## config.mk

```make
export PLATFORM = sky130hd
export DESIGN_NAME = chunked_serial_adder
export DESIGN_NICKNAME = d
export VERILOG_FILES = /design/src/rtl/chunked_serial_adder.sv
export SDC_FILE = /design/constraint.sdc
export NUM_CORES = 1
export LEC_CHECK = 0
export ABC_CLOCK_PERIOD_IN_PS = 3100
export BUFFER_PORTS_ARGS = -buffer_cell sky130_fd_sc_hd__buf_4
export CAP_MARGIN = 5
export CORE_ASPECT_RATIO = 1.1
export CORE_MARGIN = 1
export CORE_UTILIZATION = 49
export DETAILED_ROUTE_END_ITERATION = 6
export PLACE_DENSITY = 0.76
export SLEW_MARGIN = 20
export SYNTH_ARGS = -nofsm -noshare
export SYNTH_HDL_FRONTEND = slang
export SYNTH_SLANG_ARGS = --single-unit
```

## constraint.sdc

```tcl
create_clock -name clk -period 3.1 [get_ports clk]
set_clock_uncertainty 0.2 [all_clocks]
set_input_delay 0 -clock clk [delete_from_list [all_inputs] [get_ports clk]]
set_output_delay 0 -clock clk [all_outputs]
set_load 0.005 [all_outputs]
```

## src/rtl/chunked_serial_adder.sv

```systemverilog
// Multi-cycle adder/subtractor: processes WIDTH-bit operands CHUNK bits per clock, LSB chunk first.
// Optional build macro ADDER_SATURATE_EN makes s clamp to the signed limit on overflow.
module chunked_serial_adder #(
  parameter int WIDTH = 16,
  parameter int CHUNK = 4
) (
  input  logic             clk,
  input  logic             rst_n,
  input  logic             in_valid,
  output logic             in_ready,
  input  logic             mode,
  input  logic [WIDTH-1:0] a,
  input  logic [WIDTH-1:0] b,
  input  logic             c_in,
  output logic             out_valid,
  input  logic             out_ready,
  output logic [WIDTH-1:0] s,
  output logic             c_out,
  output logic             ovf,
  output logic             busy
);

  localparam int NCHUNK = WIDTH / CHUNK;
  localparam int KW     = (NCHUNK > 1) ? $clog2(NCHUNK) : 1;

  typedef enum logic [1:0] {IDLE, RUN, DONE} state_t;

  state_t           state;
  logic [WIDTH-1:0] a_q;
  logic [WIDTH-1:0] b_q;
  logic             carry;
  logic [KW-1:0]    k;

  logic [CHUNK:0]   chunk_sum;
  logic             last;
  logic             ovf_next;
  logic [WIDTH-1:0] sat_value;

  // NOTE: every signal driven here gets a value on every path, so no latch is inferred.
  always_comb begin
    chunk_sum = {1'b0, a_q[k*CHUNK +: CHUNK]} + {1'b0, b_q[k*CHUNK +: CHUNK]}
              + {{CHUNK{1'b0}}, carry};
    last      = (k == KW'(NCHUNK - 1));
    // Signed overflow: operand signs agree but the result sign differs (same as carry-in XOR carry-out of the MSB).
    ovf_next  = (a_q[WIDTH-1] == b_q[WIDTH-1]) && (chunk_sum[CHUNK-1] != a_q[WIDTH-1]);
    // Overflow direction follows the shared operand sign.
    sat_value = {a_q[WIDTH-1], {(WIDTH-1){~a_q[WIDTH-1]}}};
  end

  // NOTE: sequential state uses non-blocking assignments so all registers update from pre-edge values.
  always_ff @(posedge clk or negedge rst_n) begin
    if (!rst_n) begin
      state     <= IDLE;
      a_q       <= '0;
      b_q       <= '0;
      carry     <= 1'b0;
      k         <= '0;
      s         <= '0;
      c_out     <= 1'b0;
      ovf       <= 1'b0;
      in_ready  <= 1'b1;
      out_valid <= 1'b0;
      busy      <= 1'b0;
    end else begin
      case (state)
        IDLE: begin
          if (in_valid) begin
            a_q      <= a;
            // Subtract as A + ~B + ~borrow.
            b_q      <= mode ? ~b : b;
            carry    <= mode ^ c_in;
            k        <= '0;
            in_ready <= 1'b0;
            busy     <= 1'b1;
            state    <= RUN;
          end
        end
        RUN: begin
          s[k*CHUNK +: CHUNK] <= chunk_sum[CHUNK-1:0];
          carry               <= chunk_sum[CHUNK];
          if (last) begin
            c_out     <= chunk_sum[CHUNK];
            ovf       <= ovf_next;
`ifdef ADDER_SATURATE_EN
            if (ovf_next) s <= sat_value;
`endif
            k         <= '0;
            out_valid <= 1'b1;
            state     <= DONE;
          end else begin
            k <= k + 1'b1;
          end
        end
        DONE: begin
          if (out_ready) begin
            out_valid <= 1'b0;
            in_ready  <= 1'b1;
            busy      <= 1'b0;
            state     <= IDLE;
          end
        end
        default: state <= IDLE;
      endcase
    end
  end

endmodule

```

# Word-level counts from Yosys, hierarchy flattened
# Index checks and enable logic that the tools add are counted.
# word_totals
inputBits	38
wordCells	59
ff_bits	58
# op_classes
n_mux	19
eq_ne	8
n_shift	4
add_sub_neg	4
n_reduce_logical	11
bitwise	2
# op_table
op	count
negator 4 -> 34 bit	1
variable shift 4 x 34 -> 16 bit (first input constant)	1
variable part select 4 x 34 -> 16 bit	1
variable part select 16 x 5 -> 4 bit	2
bitwise mux 16 bit	1
2-to-1 mux 16 bit	1
NOT 16 bit	1
2-to-1 mux 2 bit	5
AND reduction 3 bit	3
case mux 1 bit (2 select lines)	4
2-to-1 mux 1 bit	6
!= test 2 bit (second input constant)	3
case mux 2 bit (3 select lines)	1
AND reduction 2 bit	3
nonzero test 2 bit	3
adder 4 x 4 -> 5 bit	1
adder 5 x 1 -> 5 bit	1
== test 2 bit (second input constant)	2
case mux 2 bit (2 select lines)	1
adder 2 x 1 -> 2 bit (second input constant)	1
== test 2 x 1 -> 1 bit (second input constant)	1
logical NOT 2 bit	1
== test 1 bit	1
logical AND 1 bit	1
2 further kinds	2

# Longest topological paths before layout
# depth
word_depth	5
ltp_mapped	9
depth_no_buf	7

# Worst setup path after synthesis
# OpenSTA, ideal clock, no wires.
# synth_path
kind	register to register
start	register k[0]
end	register s[2]
path_slack_ns	0.197
path_buffers	2
arrival_time_ns	2.621
setup_ns	0.083
period_less_slack_ns	2.903
stages_incl_launch_ff	9
path_cell_list	dfrtp_1 clkbuf_2 buf_2 mux4_2 fa_1 fa_1 xor2_1 nand3_1 o21ai_0
# synth_between
elab_chain_cells	5
# synth_rtl
element	line_no	text
start: declaration	32	logic [KW-1:0] k;
start signal: assignment	91	k <= k + 1'b1;
variable part select 16 x 5 -> 4 bit	41	chunk_sum = {1'b0, a_q[k*CHUNK +: CHUNK]} + {1'b0, b_q[k*CHUNK +: CHUNK]}
adder 4 x 4 -> 5 bit	41	
adder 5 x 1 -> 5 bit	42	+ {{CHUNK{1'b0}}, carry};
variable part select 4 x 34 -> 16 bit	79	s[k*CHUNK +: CHUNK] <= chunk_sum[CHUNK-1:0];
bitwise mux 16 bit (*)	79	
end signal: indexed assignment	79	
end: declaration	17	output logic [WIDTH-1:0] s,
# Mark *: on every way between the ends. The rest lies on a longest branch, timed or not.
# A chain may end at the register's enable or synchronous reset.

# Worst setup path after layout
# layout_path
start	register k[0]
end	register ovf
# layout_between
elab_chain_cells	5
# layout_rtl
element	line_no	text
variable part select 16 x 5 -> 4 bit	41	
adder 4 x 4 -> 5 bit	41	
adder 5 x 1 -> 5 bit	42	
!= test 1 bit	45	ovf_next = (a_q[WIDTH-1] == b_q[WIDTH-1]) && (chunk_sum[CHUNK-1] != a_q[WIDTH-1]);
logical AND 1 bit	45	
end signal: assignment	83	ovf <= ovf_next;
end: declaration	19	output logic ovf,
# Several ways; a longest one is shown, not always the timed one.

==> flow_summary_export.csv <==
group,metric,value,unit
run_status,status,"complete, no violations",
pwr,clkPwrFrac,0.166,
global_route,globalRoute.totalOverflow,0,
place,hpwl,4010,microns
yosys,ys_seq_elements,58,
clock_network,cts-root-buf,"clkbuf_8",
timing,finalCriticalPeriod,2.81,ns
route,drt_iter0_markers,120,
timing,final-max-slew-violation-count,0,
critical_path,crit_path_end,"ovf$_DFFE_PN0P_",
yosys,synth.most_common_cell,"nand2_1",
yosys,yosysTopAreaCell,"dfrtp_1",
final_layout,num-fill-cells,381,
place,dpl_worst_slack,0.283,ns
clock_network,cts_num_sinks,58,
route,vias,2275,
pwr,power.switching,1.43,mW
critical_path,startpoint_type,"flop",
yosys,yosysTopAreaCellShare,0.515,
floorplan,die_h,80.9,microns
clock_network,clockBufferDepth,2,
route,via_per_inst,5.00,
final_layout,final_cell_count_no_fill,455,
job,cap_violations,0,
pwr,p_per_area,914,nW/um^2
timing,tightest_slew,0.864,ns
final_layout,multiInputGateArea,1240,sq um
critical_path,worstRegToRegCells,7,
yosys,yosys-top-cells-area,"dfrtp_1 51%, nand2_1 11%, mux4_2 6.5%, xnor2_1 5.1%, a22o_1 4.7%",
yosys,synthFlopType,"dfrtp_1",
pwr,p_leak,1.90,nW
clock_network,path_clk_slew,0.06,ns
timing,finalSetupTns,0,ns
global_route,grt_pass1_vias,2323,
place,io_buffer_count,58,
yosys,syn-num-nets,310,
floorplan,io_pins,59,
pwr,ir_drop,0.615,mV
hold_path,min_path_cells,4,
pwr,p_int,2.20,mW
critical_path,rr_endpoint,"ovf$_DFFE_PN0P_",
clock_network,htreeDepth,3,
critical_path,crit_type,"reg2reg",
timing,setup_violations,0,
clock_network,cts_buffers,9,
yosys,postSynthCellCount,261,
critical_path,r2r_slack,0.29,ns
final_layout,diodes,0,
final_layout,drive_above_1_share,0.229,
pwr,swShare,0.395,
yosys,ys_top_cells_by_count,"78 x nand2_1, 57 x dfrtp_1, 21 x o21ai_0, 16 x xnor2_1, 15 x a22o_1",
yosys,synth_edf_count,0,
yosys,async_flop_share,1.00,
floorplan,core,5430,sq um
global_route,grt_pass1_wl,10700,microns
yosys,synth_cell_types,30,
hold_path,worstHoldPathType,"in2reg",
final_layout,syn_to_final_growth,43.3,%
critical_path,crit_required,3.16,ns
yosys,yosysSeqAreaShare,0.524,
yosys,synth_area,2770,sq um
place,place_congestion,0.769,
timing,period_share,0.907,
floorplan,die_w,73.7,microns
global_route,grt_antenna_before_repair,0,
final_layout,seqCellArea,1450,sq um
route,wire_per_inst,14.3,microns
clock_network,clk_latency,0.33,ns
pwr,comb_power_share,0.478,
critical_path,r2r_start,"k[0]$_DFFE_PN0P_",
timing,setup_ws,0.287,ns
yosys,yosysWarnings,0,
critical_path,path_max_fanout,8,
pwr,pwr-share-seq,0.356,
timing,relSlewSlack,0.424,
yosys,avgSynthCellArea,10.6,sq um
route,ant_nets,0,
floorplan,core.rowCount,28,
timing,hold_violations,0,
critical_path,cp.arrival,2.87,ns
critical_path,cp-end-kind,"flop",
route,drc,0,
global_route,grt_start_max_net_pins,59,
floorplan,start_util,0.510,
floorplan,dieArea,5960,sq um
global_route,grt_use_total,0.249,
critical_path,crit_start,"k[0]$_DFFE_PN0P_",
timing,holdWs,0.0598,ns
final_layout,nets,424,
route,wl,6490,microns
clock_network,tritoncts,"done",
route,dr.pass1.iters,4,
timing,max_freq,356,MHz
timing,rsz0062_at_grt,"false",
place,dp.cells,387,
[repair_timing]
item,CTS,global route
hold endpoints to repair,95,0
gates resized for setup,0,0
setup buffers,0,0
endpoints found under the setup margin,0,0
hold buffers,52,0
[power by group through the flow]
stage	clock network [mW]	registers [mW]	logic, mW
6_report	0.602	1.29	1.74
4_1_cts	0.615	1.29	1.76
5_1_grt	0.646	1.33	1.97
2_1_floorplan	0	1.22	1.20
3_3_place_gp	0	1.29	1.63
3_5_place_dp	0	1.30	1.69
[registers in the layout, summed over array words and instances (netlist names)]
register   flops
in_ready       1
out_valid      1
ovf            1
b_q           16
a_q           16
s             16
busy           1
carry          1
c_out          1
state          2
k              2
[per-stage QoR]
stage | total power, mW | utilization | cell area [sq um]
2_1_floorplan | 2.42 | - | 2770
3_3_place_gp | 2.92 | 0.604 | 3280
3_5_place_dp | 2.99 | 0.604 | 3280
4_1_cts | 3.67 | 0.732 | 3970
5_1_grt | 3.95 | 0.732 | 3970
6_report | 3.63 | 0.732 | 3970
[routing by layer]
| layer | GRT usage | share of wire | vias to the layer above | routed length (microns) |
|---|---|---|---|---|
| met1 | 0.285 | 0.42 | 1084 | 2730 |
| met4 | 0.123 | 0.025 | 0 | 163 |
| met5 | 0 | 0 | - | 0 |
| li1 | - | - | 1118 | - |
| met2 | 0.428 | 0.52 | 59 | 3360 |
| met3 | 0.0682 | 0.037 | 14 | 241 |
[final cells by class]
class | instances | share of cell area
flip-flops and latches | 58 | 0.366
multi-input cells | 186 | 0.313
inverters | 5 | 0.00472
repair buffers | 115 | 0.250
well taps | 75 | 0.0236
clock buffers | 16 | 0.0428
[cells by family after synthesis]
kind of cell             count (synthesis)  share of synthesized area
XOR/XNOR                                18                     0.0569
AO/OA/AOI/OAI                           50                      0.119
buffers and inverters                   17                     0.0271
AND/OR/NAND/NOR                         99                      0.153
flip-flops                              58                      0.524
adder cells (fa/ha/maj)                 11                     0.0551
multiplexers                             8                     0.0650
[cells in the final DEF, fill, tap and decap left out, drive strengths merged, types with 3 or more instances in the layout]
cell type    instances
inv                  5
nand2b               3
o21ai               21
nand2               78
dfrtp               57
and3                 3
mux4                 8
nor2                 7
dlygate4sd3         52
ha                   9
a21oi                8
clkbuf              16
a22o                15
xnor2               16
buf                 63
[worst min-delay path by stage]
stage | slack [ns] | startpoint | end
after detailed placement | -0.10 | rst_n | busy$_DFFE_PN0P_
final | 0.06 | mode | carry$_DFFE_PN0P_
after floorplan | -0.50 | rst_n | a_q[0]$_DFFE_PN0P_
after global routing | 0.11 | mode | carry$_DFFE_PN0P_
after CTS | 0.06 | mode | carry$_DFFE_PN0P_
after global placement | -0.10 | rst_n | busy$_DFFE_PN0P_
[worst max-delay path, cell delays in order, from the launching register on]
cell and delay [ns]:
dfrtp_1 0.45, buf_4 0.23, mux4_2 0.52, ha_1 0.36, a21oi_1 0.17, a21oi_1 0.12, or4_4 0.49, a41oi_2 0.19
(Power assumes the default switching activity.)
